`src/rtl/prompt_sequencer.sv`:
```
// prompt_sequencer: stores a pseudo-random sequence of prompt codes (one code
// appended per extend pulse) and plays it back as timed ON/OFF prompt phases.
// Optional build macro PROMPT_SPEEDUP_EN: when defined, the phase duration
// shrinks by a power of two every four stored entries (down to 1/8).
module prompt_sequencer #(
    parameter int         MAX_LEN   = 16,
    parameter int         TICK_DIV  = 25000000,
    parameter logic [7:0] LFSR_SEED = 8'hA5
) (
    input  logic                       clock,
    input  logic                       reset,
    input  logic                       extend,
    input  logic                       play,
    input  logic                       clear,
    output logic [2:0]                 prompt,
    output logic                       busy,
    output logic                       done,
    output logic [$clog2(MAX_LEN):0]   length,
    output logic                       full
);

    localparam int AW = $clog2(MAX_LEN);
    localparam int LW = AW + 1;
    localparam int CW = $clog2(TICK_DIV) + 1;
    localparam logic [LW-1:0] MAX_LEN_L = LW'(MAX_LEN);

    typedef enum logic [1:0] {ST_IDLE, ST_ON, ST_OFF, ST_DONE} state_t;

    state_t        state_r, state_n;
    logic [7:0]    lfsr_r;
    logic [1:0]    mem_r [MAX_LEN];
    logic [LW-1:0] length_r, length_n, len_eff_s;
    logic [AW-1:0] index_r, index_n;
    logic [CW-1:0] count_r, count_n, load_run_s, load_start_s;
    logic [2:0]    prompt_r, prompt_n;
    logic          busy_r, busy_n, done_r, done_n, full_r, full_n;
    logic          append_s, start_s, last_s;
    logic [1:0]    code_s;

    // Galois LFSR step, right shift with feedback mask 8'hB8; never reaches zero
    function automatic logic [7:0] lfsr_next(input logic [7:0] cur);
        return (cur >> 1) ^ (cur[0] ? 8'hB8 : 8'h00);
    endfunction

`ifdef PROMPT_SPEEDUP_EN
    localparam int DUR0 = TICK_DIV;
    localparam int DUR1 = ((TICK_DIV >> 1) < 1) ? 1 : (TICK_DIV >> 1);
    localparam int DUR2 = ((TICK_DIV >> 2) < 1) ? 1 : (TICK_DIV >> 2);
    localparam int DUR3 = ((TICK_DIV >> 3) < 1) ? 1 : (TICK_DIV >> 3);

    logic [1:0]    shift_r, shift_n, shift_new_s;
    logic [LW-1:0] quarter_s;

    // Counter reload value for a given speed step (one of four constants)
    function automatic logic [CW-1:0] phase_load(input logic [1:0] s);
        case (s)
            2'd0:    return CW'(DUR0 - 1);
            2'd1:    return CW'(DUR1 - 1);
            2'd2:    return CW'(DUR2 - 1);
            2'd3:    return CW'(DUR3 - 1);
            default: return CW'(DUR0 - 1);
        endcase
    endfunction

    // Speed step from the length playback will cover; latched when play is accepted
    always_comb begin
        quarter_s   = len_eff_s >> 2;
        shift_new_s = (quarter_s > LW'(3)) ? 2'd3 : quarter_s[1:0];
        if (start_s) begin
            shift_n = shift_new_s;
        end else begin
            shift_n = shift_r;
        end
        load_start_s = phase_load(shift_new_s);
        load_run_s   = phase_load(shift_r);
    end

    // Held speed step for the whole playback
    always_ff @(posedge clock or negedge reset) begin
        if (!reset) begin
            shift_r <= 2'd0;
        end else begin
            shift_r <= shift_n;
        end
    end
`else
    // Fixed phase duration
    always_comb begin
        load_start_s = CW'(TICK_DIV - 1);
        load_run_s   = CW'(TICK_DIV - 1);
    end
`endif

    // Request qualification: clear overrides extend and play
    always_comb begin
        append_s  = (state_r == ST_IDLE) && extend && !full_r && !clear;
        start_s   = (state_r == ST_IDLE) && play && !clear;
        len_eff_s = length_r + (append_s ? LW'(1) : LW'(0));
        last_s    = ({1'b0, index_r} == (length_r - LW'(1)));
    end

    // Next-state logic for playback FSM, phase counter, length and outputs
    always_comb begin
        state_n = state_r;
        index_n = index_r;
        count_n = count_r;
        case (state_r)
            ST_IDLE: begin
                if (start_s) begin
                    if (len_eff_s != LW'(0)) begin
                        state_n = ST_ON;
                        index_n = AW'(0);
                        count_n = load_start_s;
                    end else begin
                        state_n = ST_DONE;
                    end
                end else begin
                    state_n = ST_IDLE;
                end
            end
            ST_ON: begin
                if (count_r == CW'(0)) begin
                    state_n = ST_OFF;
                    count_n = load_run_s;
                end else begin
                    count_n = count_r - CW'(1);
                end
            end
            ST_OFF: begin
                if (count_r == CW'(0)) begin
                    if (last_s) begin
                        state_n = ST_DONE;
                    end else begin
                        state_n = ST_ON;
                        index_n = index_r + AW'(1);
                        count_n = load_run_s;
                    end
                end else begin
                    count_n = count_r - CW'(1);
                end
            end
            ST_DONE: begin
                state_n = ST_IDLE;
            end
            default: begin
                state_n = ST_IDLE;
            end
        endcase

        if (clear) begin
            state_n  = ST_IDLE;
            index_n  = AW'(0);
            count_n  = CW'(0);
            length_n = LW'(0);
        end else begin
            length_n = len_eff_s;
        end

        // The entry written at this edge is forwarded so extend+play on an
        // empty sequence shows the new code immediately.
        if (append_s && (length_r[AW-1:0] == index_n)) begin
            code_s = lfsr_r[1:0];
        end else begin
            code_s = mem_r[index_n];
        end

        prompt_n = (state_n == ST_ON) ? ({1'b0, code_s} + 3'd1) : 3'd0;
        busy_n   = (state_n == ST_ON) || (state_n == ST_OFF);
        done_n   = (state_n == ST_DONE);
        full_n   = (length_n == MAX_LEN_L);
    end

    // State, counters, LFSR and registered outputs
    always_ff @(posedge clock or negedge reset) begin
        if (!reset) begin
            state_r  <= ST_IDLE;
            lfsr_r   <= LFSR_SEED;
            length_r <= LW'(0);
            index_r  <= AW'(0);
            count_r  <= CW'(0);
            prompt_r <= 3'd0;
            busy_r   <= 1'b0;
            done_r   <= 1'b0;
            full_r   <= 1'b0;
        end else begin
            state_r  <= state_n;
            lfsr_r   <= lfsr_next(lfsr_r);
            length_r <= length_n;
            index_r  <= index_n;
            count_r  <= count_n;
            prompt_r <= prompt_n;
            busy_r   <= busy_n;
            done_r   <= done_n;
            full_r   <= full_n;
        end
    end

    // Sequence storage: append at address length using the pre-advance LFSR
    always_ff @(posedge clock or negedge reset) begin
        if (!reset) begin
            for (int i = 0; i < MAX_LEN; i++) begin
                mem_r[i] <= 2'd0;
            end
        end else if (append_s) begin
            mem_r[length_r[AW-1:0]] <= lfsr_r[1:0];
        end
    end

    assign prompt = prompt_r;
    assign busy   = busy_r;
    assign done   = done_r;
    assign length = length_r;
    assign full   = full_r;

endmodule

```
`config.mk`:
```
export PLATFORM = sky130hd
export DESIGN_NAME = prompt_sequencer
export DESIGN_NICKNAME = d
export VERILOG_FILES = /design/src/rtl/prompt_sequencer.sv
export SDC_FILE = /design/constraint.sdc
export NUM_CORES = 1
export LEC_CHECK = 0
export CORE_MARGIN = 1
export CORE_UTILIZATION = 50
export DETAILED_ROUTE_END_ITERATION = 10
export GPL_TIMING_DRIVEN = 0
export HOLD_SLACK_MARGIN = 0.08
export PLACE_DENSITY = 0.7
export SETUP_SLACK_MARGIN = 0.05
export SLEW_MARGIN = 20
export SYNTH_ARGS = -nofsm -noshare
export SYNTH_HDL_FRONTEND = slang
export SYNTH_SLANG_ARGS = --single-unit
export TNS_END_PERCENT = 5
```
`constraint.sdc`:
```
create_clock -name clock -period 3.6 [get_ports clock]
set_input_delay 1.08 -clock clock [delete_from_list [all_inputs] [get_ports clock]]
set_output_delay 1.08 -clock clock [all_outputs]
set_load 0.005 [all_outputs]
```
==> impl_results.md, run 1 <==
- Routed len/inst: 18.5 um
- Worst-Skew Late Latency: 370 ps
- Warnings from Yosys: 0
- Count of final hold-check violations: 0
- Final slew viol count: 0
- Final wirelength: 12.3 mm
- Peak supply drop: 0.000267 V
- H-tree depth: 3
- Number of cells on the critical path: 15
- Antenna diodes: 0
- Post-synth top cells: dfrtp_1, mux2_2, nand2_1, nor2_1, a21oi_1
- Setup-failing EPs final: 3
- Internal: 0.00167 W
- Ys flop type: dfrtp_1
- Tmin final: 4140 ps
- Post-layout net count: 552
- Share of the yosys chip area belonging to registers: 0.436
- Yosys top cell by area: dfrtp_1
- Worst hold path depth: 0
- Reg power frac: 0.400
- Startpoint Class: input port
- Seq cells post-synth: 83
- I/O Pins: 16
- Place WS: -1710 ps
- Post-Syn Area: 4780 um2
- Global-route wire length before repair: 20.6 mm
- Initial DRT Pass Iterations: 5
- Post-synth EDFFs: 0
- Placed insts: 632
- Count leader, synth: dfrtp_1
- Clk sinks: 83
- Critical Path Fanout Max: 8
- CTS tree: built
- CP Cell Sequence: dlygate4sd2_1 -> nor4bb_4 -> ha_2 -> nand3_1 -> xnor2_2 -> a311oi_4 -> o32a_1 -> a21oi_4 -> buf_12 -> mux2i_4 -> o311ai_4 -> nor4_4 -> nor3_1 -> ha_1 -> and2_1
- Hold slack: 378 ps
- Share of cells above drive strength 1: 0.244
- Synth top area share: 0.414
- CP max stage cell: a311oi_4
- Via count of the first global-routing pass: 4003
- Initial Util: 0.517
- Final Non-Filler Cells: 665
- Pin count of the biggest net entering global routing: 57
- Synth Net Count: 508
- Leading cell types by total area after synthesis: dfrtp_1, mux2_2, ha_1, a21oi_1, o21ai_0
- Worst Hold Class: flip-flop to flip-flop
- Area Growth Syn to Fin: 20.8%
- Max Clock Skew: 11.0 ps
- Core area: 9240 um2
- Die Area: 9950 um2
- Clock buffer depth: 2
- Max-Cap Viols: 0
- Crit end category: flip-flop
- Remaining DRCs: 0
- DR vias: 4097
- Num rows: 35
- CP Buf/Inv Count: 2
- Worst Max-Slew Pin Slew: 637 ps
- Grt ovf: 0
- Tcrit/Tclk final: 1.15
- Ys async rst share: 1.00
- Initial antenna violation count: 0
- Maximum clock frequency: 242 MHz
- Failing checks: setup timing
- Max stage delay on crit path: 410 ps
- Setup ws final: -538 ps
- Drt first-iter violations: 291
- R2R setup slack: -470 ps
- Clk pwr share: 0.247
- Static leakage: 2.52 nW
- Gpl congestion: 0.896
- Post-Synthesis Cells: 487
- Die H: 99.7 um
- Average size of a mapped cell: 9.81 um2
- Synth cell types: 75
- Crit path kind: input port to flip-flop
- Antenna-violating nets left: 0
- Reg2Reg Depth: 13
- Switching Fraction: 0.393
- DR vias/cell: 6.16
- Num CTS Buffers: 9
- GRT Util Overall: 0.266
- PortBufs: 15
- Largest delay share family, worst path: simple AND/OR/NAND/NOR gates
- Crit path DAT: 4410 ps
- Root buf cell: clkbuf_8
- Switching power: 0.00108 W
- Relative slew slack: 0.573
- Hold-fix buffers at CTS: 0
- Combinational power share: 0.352
- Die width: 99.7 um
- Clock transition at path regs: 100 ps
- Required @ worst endpoint: 3870 ps
- Unrepaired setup endpoints after global routing: yes
- HPWL after DPL: 8.71 mm
- Outcome: complete, but fails checks
- PD cells: 477 nW/um2
[placed cells by master (no fill, tap or decap), types with 11 or more instances in the layout]
cell / netlist / final
ha_1: 16 / 13
nand3_1: 19 / 17
inv_1: 17 / 17
nor2_1: 32 / 32
clkdlybuf4s50_1: 0 / 12
nor3_1: 18 / 15
or3_1: 11 / 11
nand2_1: 34 / 33
o21ai_0: 27 / 26
dfrtp_1: 79 / 77
clkbuf_1: 17 / 12
mux2_2: 34 / 33
buf_4: 0 / 19
a21oi_1: 31 / 30
[path summary, 6_finish.rpt]
path / start / endpoint
hold reg to reg: lfsr_r[3] / lfsr_r[2]
max in group asynchronous: reset / lfsr_r[5]
setup / recovery: extend / prompt[1]
setup reg to reg: count_r[20] / prompt[1]
min in group asynchronous: reset / mem_r[6]
hold / removal: lfsr_r[3] / lfsr_r[2]
[metal layers]
layer	global-route usage	vias to the layer above	wire length, um
li1	-	1901	-
met1	0.376	2067	5640
met2	0.418	110	5870
met3	0.0295	19	539
met4	0.105	0	244
met5	0	-	0
[stage by stage]
stage | util | cell area [um2] | total power (W) | TNS [ps]
6_report | 0.625 | 5770 | 0.00275 | -1360
5_1_grt | 0.625 | 5770 | 0.00292 | -1950
4_1_cts | 0.621 | 5740 | 0.00273 | -1180
2_1_floorplan | - | 4900 | 0.00177 | -1390
3_3_place_gp | 0.564 | 5210 | 0.00199 | -146820
3_5_place_dp | 0.566 | 5230 | 0.00201 | -31880
[sequential cells by signal, indices dropped and copies added (netlist names)]
name     cells
full         1
count_r     26
busy         1
mem_r       32
done         1
prompt       3
length       5
index_r      4
lfsr_r       8
state_r      2
[power groups by stage]
stage | clock, W | sequential [W] | combinational (W)
after floorplan | 0 | 0.00109 | 0.000680
after global placement | 0 | 0.00111 | 0.000877
after detailed placement | 0 | 0.00111 | 0.000898
after CTS | 0.000690 | 0.00110 | 0.000941
after global routing | 0.000727 | 0.00111 | 0.00108
final | 0.000681 | 0.00110 | 0.000970
[cell families (layout without fill, tap and decap cells)]
family                   Yosys count  count (layout)  share of synthesized area
XOR/XNOR                          15              15                     0.0275
AO/OA/AOI/OAI                    121             121                      0.178
adder cells (fa/ha/maj)           16              16                     0.0419
flip-flops                        83              83                      0.436
buffers and inverters             40              89                     0.0338
AND/OR/NAND/NOR                  174             174                      0.194
multiplexers                      38              38                     0.0886
[timing repair]
action,in CTS,in global routing
gates cloned,0,0
pin swaps,22,0
setup endpoints to repair,35,22
setup buffers,18,0
resized for setup,39,15
[final cells by class]
type | count | area [um2]
well taps | 129 | 161
repair buffers | 33 | 323
flip-flops and latches | 83 | 2080
fillers | 781 | 3470
multi-input cells | 364 | 2810
inverters | 19 | 76.3
clock inverters | 7 | 66.3
plain buffers | 21 | 121
clock buffers | 9 | 124
Note: power is estimated with default switching activity, not from simulation.
==> run 2, diff against run 1 <==
--- a/config.mk
+++ b/config.mk
@@ -5,6 +5,7 @@
 export SDC_FILE = /design/constraint.sdc
 export NUM_CORES = 1
 export LEC_CHECK = 0
+export CAP_MARGIN = 20
 export CORE_MARGIN = 1
 export CORE_UTILIZATION = 50
 export DETAILED_ROUTE_END_ITERATION = 10
==> results of run 2 <==
No change in the layout: final DEF, timing and power equal those of run 1.
==> variant 1, RTL diff (flow settings as in run 2) <==
The parameter `MAX_LEN` goes from 16 to 8.
--- a/src/rtl/prompt_sequencer.sv
+++ b/src/rtl/prompt_sequencer.sv
@@ -4,5 +4,5 @@
 // shrinks by a power of two every four stored entries (down to 1/8).
 module prompt_sequencer #(
-    parameter int         MAX_LEN   = 16,
+    parameter int         MAX_LEN   = 8,
     parameter int         TICK_DIV  = 25000000,
     parameter logic [7:0] LFSR_SEED = 8'hA5
Interface: changed (resized length); port bits go from 16 to 15. No check against the original RTL was run, so the function may have changed too.
==> variant 1 against run 2 <==
The run still ends with setup timing left; worst setup slack improved by 270 ps; fmax increased by 6.9%; total power shrank 18%; area after synthesis is 19% lower; wire length is 23% lower; clock skew fell by 2.7 ps; final area shrank 20%; sequential cell count shrank 18; non-clock buffer count decreased by 13; largest power group unchanged.
==> variant 1: results (changes against run 2) <==
Synth top cells by count dfrtp_1, nor2_1, nand2_1; leading area contributor after synthesis dfrtp_1; Max FO, Critical Path 7 (-1); final setup fails 2 (-1); post-DP HPWL 6720 um (-23%); Top Registers count_r (26), mem_r (16), lfsr_r (8); internal reg-to-reg setup slack -180 ps (+290 ps); DRC violations left 0 (unchanged); critical path's largest stage delay 370 ps (-40 ps); failing checks setup timing; Synth Area in XOR/XNOR 0.0293 (+0.00179); worst r2r src state_r[0]; unique cell type count in the Yosys netlist 69 (-8.0%); initial antenna violation count 0 (unchanged); CTS max path bufs 2 (unchanged); ys flop type dfrtp_1; I/O Buffers 14 (-1); Final ANT Viol Nets 0 (unchanged); top cells by area, synth dfrtp_1, mux2_2, ha_1; Worst EP arrival 4110 ps (-300 ps); Clk pin slew, worst setup/hold paths 80 ps (-20 ps); mux cell area share after synthesis 0.0483 (-0.0403); final net count 462 (-16%); CP startpoint clear; Layout Skew 8.38 ps (-2.67 ps); Compound-Gate Fraction of Synth Area 0.206 (+0.0276); Hold WS 361 ps (-17.4 ps); WL final 9530 um (-23%); Post-synth ARST share 1.00 (unchanged); Synth Net Count 426 (-16%); Synth Area in Adders 0.0386 (-0.00328); Setup WS pre-CTS -1240 ps (+463 ps); share of cells above drive strength 1 0.200 (-0.0444); GP Congestion 0.915 (+2.1%); Peak VDD IR 0.380 mV (+42%); first-pass GRT wire length 15700 um (-24%); Worst path slowest cell a221o_1; status finished with violations; Final WS setup -271 ps (+267 ps); Yosys warnings 0 (unchanged); Hold WC Path Type reg2reg; DR vias 3362 (-18%); Num CTS Buffers 9 (unchanged); sequential share of the synthesized area 0.420 (-0.0161); Total GRT Usage 0.244 (-0.0221); final setup TNS -402 ps (+956 ps); worst-skew pair later-pin latency 340 ps (-30 ps); clk root buf clkbuf_8; leakage power 1.94 nW (-23%); vias in the first global route 3290 (-18%); DRT iter0 DRCs 148 (-49%); largest net degree at the start of global routing 43 (-25%); Slew @ Worst Pin 645 ps (+7.79 ps)
[variant 1: cell count changes after synthesis, moves of 6 or more]
cell / run 2 / this run
nand2b_1: 3 / 11
o21ai_0: 27 / 20
mux2_2: 34 / 14
nand2_1: 34 / 28
dfrtp_1: 79 / 61
or3_1: 11 / 5
a21oi_1: 31 / 23
clkbuf_1: 17 / 11
[variant 1: where the power goes]
part / total, mW / leakage (nW) / internal, mW / switching, mW
Clock: 0.631 / 0.0949 / 0.339 / 0.291
Sequential: 0.893 / 0.875 / 0.803 / 0.0901
Combinational: 0.747 / 0.971 / 0.301 / 0.446
[variant 1: critical path, delay by kind of cell]
| kind | cells | cell delay [ps] |
|---|---|---|
| adder cells (fa/ha/maj) | 3 | 650 |
| AO/OA/AOI/OAI | 3 | 780 |
| multiplexers | 1 | 150 |
| AND/OR/NAND/NOR | 5 | 1040 |
| XOR/XNOR | 1 | 60 |
| buffers and inverters | 3 | 340 |
[variant 1: logic make-up (layout without fill, tap and decap cells)]
group,after synthesis,after routing
multiplexers,17,17
flip-flops,65,65
AND/OR/NAND/NOR,156,156
XOR/XNOR,13,13
adder cells (fa/ha/maj),12,12
AO/OA/AOI/OAI,111,111
buffers and inverters,35,76
[variant 1: what timing repair did]
item,4_1_cts,5_1_grt
pin swaps,14,10
setup endpoints to repair,27,26
setup buffers,6,4
resized for setup,17,12
[variant 1: metal layers]
| metal | share of wire | GRT usage |
|---|---|---|
| met1 | 0.46 | 0.326 |
| met3 | 0.057 | 0.0550 |
| met4 | 0.021 | 0.0968 |
| met2 | 0.47 | 0.384 |
| met5 | 0 | 0 |
[variant 1: area by class of cell]
type / count / area, sq um
Timing Repair Buffer: 25 / 251
Multi-Input combinational cell: 309 / 2270
Clock inverter: 6 / 66.3
Tap cell: 99 / 124
Fill cell: 626 / 2750
Sequential cell: 65 / 1630
Clock buffer: 10 / 138
Inverter: 19 / 73.8
Buffer: 16 / 72.6
[variant 1: worst paths after layout]
path | endpoint | cells past startpoint
setup / recovery | prompt[1] | 16
hold / removal | lfsr_r[2] | 0
setup reg to reg | prompt[1] | 17
hold reg to reg | lfsr_r[2] | 0
max in group asynchronous | lfsr_r[7] | 2
min in group asynchronous | state_r[1] | 1
[variant 1: metrics by stage]
stage | cells | instance area [sq um]
after floorplan | 409 | 3950
after global placement | 522 | 4210
after detailed placement | 523 | 4230
after CTS | 545 | 4540
after global routing | 549 | 4620
final | 549 | 4620
==> variant 2, RTL diff (settings of run 2) <==
Made on the original files. Encoding of `state_t`: now one-hot (4 bits for 4 states).
--- a/src/rtl/prompt_sequencer.sv
+++ b/src/rtl/prompt_sequencer.sv
@@ -25,5 +25,5 @@
     localparam logic [LW-1:0] MAX_LEN_L = LW'(MAX_LEN);
 
-    typedef enum logic [1:0] {ST_IDLE, ST_ON, ST_OFF, ST_DONE} state_t;
+    typedef enum logic [3:0] {ST_IDLE = 4'b0001, ST_ON = 4'b0010, ST_OFF = 4'b0100, ST_DONE = 4'b1000} state_t;
 
     state_t        state_r, state_n;
Function: same outputs for any inputs over 4 cycles, from zero or initial values and one cycle with reset low; so few cycles prove little.
==> variant 2 against run 2 <==
The flow still finishes with violations (setup timing); area after synthesis increased by 0.26%; final area decreased by 0.63%; utilization decreased by 0.39 points; worst setup slack got worse by 320 ps; fmax decreased by 7.2%; sequential cell count increased by 2; register-to-register slack got worse by 360 ps; wire length decreased by 4.7%.
Power is not compared: it rests on default switching activity, and its combinational part moved more than twofold at a synthesized area within 25%.
==> variant 2: results (changes against run 2) <==
DR vias/cell 6.09 (-1.1%); GP Congestion 0.841 (-6.1%); Max FO, Critical Path 6 (-2); DP Cell Count 613 (-3.0%); Post-Syn Instances 469 (-3.7%); critical path's largest stage delay 510 ps (+100 ps); Layout Skew 14.7 ps (+3.69 ps); status finished with violations; area post-placement 5190 sq um (-0.77%); final setup TNS -2130 ps (-774 ps); Synth Net Count 484 (-4.7%); failing checks setup timing; Synth Area in Adders 0.0261 (-0.0158); Total GRT Usage 0.250 (-0.0156); sequential share of the synthesized area 0.446 (+0.00957); Hold WS 367 ps (-11.0 ps); internal reg-to-reg setup slack -830 ps (-360 ps); first-pass GRT wire length 19400 um (-5.7%); mux cell area share after synthesis 0.0886 (about the same); Final WS setup -859 ps (-321 ps); Worst EP arrival 4720 ps (+310 ps); met2 GRT Util 0.403 (-0.0154); grt met1 use 0.339 (-0.0373); vias in the first global route 3925 (-1.9%); final setup fails 3 (unchanged); worst r2r src state_r[1]; I/O Buffers 14 (-1); Synth top cells by count dfrtp_1, nor2_1, mux2_2; Fillers 762 (-2.4%); Synth Area in XOR/XNOR 0.0402 (+0.0127); post-DP HPWL 7970 um (-8.5%); Worst path slowest cell or4_1; final net count 529 (-4.2%); final non-filler cell total 648 (-2.6%); GR Util met3 0.0432 (+0.0137); Setup WS pre-CTS -2110 ps (-402 ps); top cells by area, synth dfrtp_1, mux2_2, nor2_1; WL final 11700 um (-4.7%); Worst R2R Path Depth 17 (+4)
==> variant 2: worst max path at each step <==
stage	to	cells after the start
floorplan	prompt[1]	16
global placement	prompt[1]	17
detailed placement	prompt[1]	17
CTS	prompt[1]	16
global route	prompt[1]	19
finish	prompt[1]	16
==> variant 2: area by class of cell <==
cell class	count	share of cell area
tap	129	0.0281
timing repair buffer	35	0.0550
sequential	85	0.373
clock inverter	6	0.0209
inverter	18	0.0129
clock buffer	10	0.0223
multi-input combinational	342	0.457
buffer	23	0.0312
==> variant 2: layer usage <==
metal,vias to the layer above,part of all wire
li1,1832,-
met1,1956,0.45
met2,140,0.48
met3,21,0.053
met4,0,0.020
met5,-,0
==> variant 2: what timing repair did <==
action,4_1_cts,5_1_grt
hold endpoints to repair,0,0
endpoints found under the setup margin,35,28
resized for setup,22,21
pin swaps,15,6
setup buffers,16,4
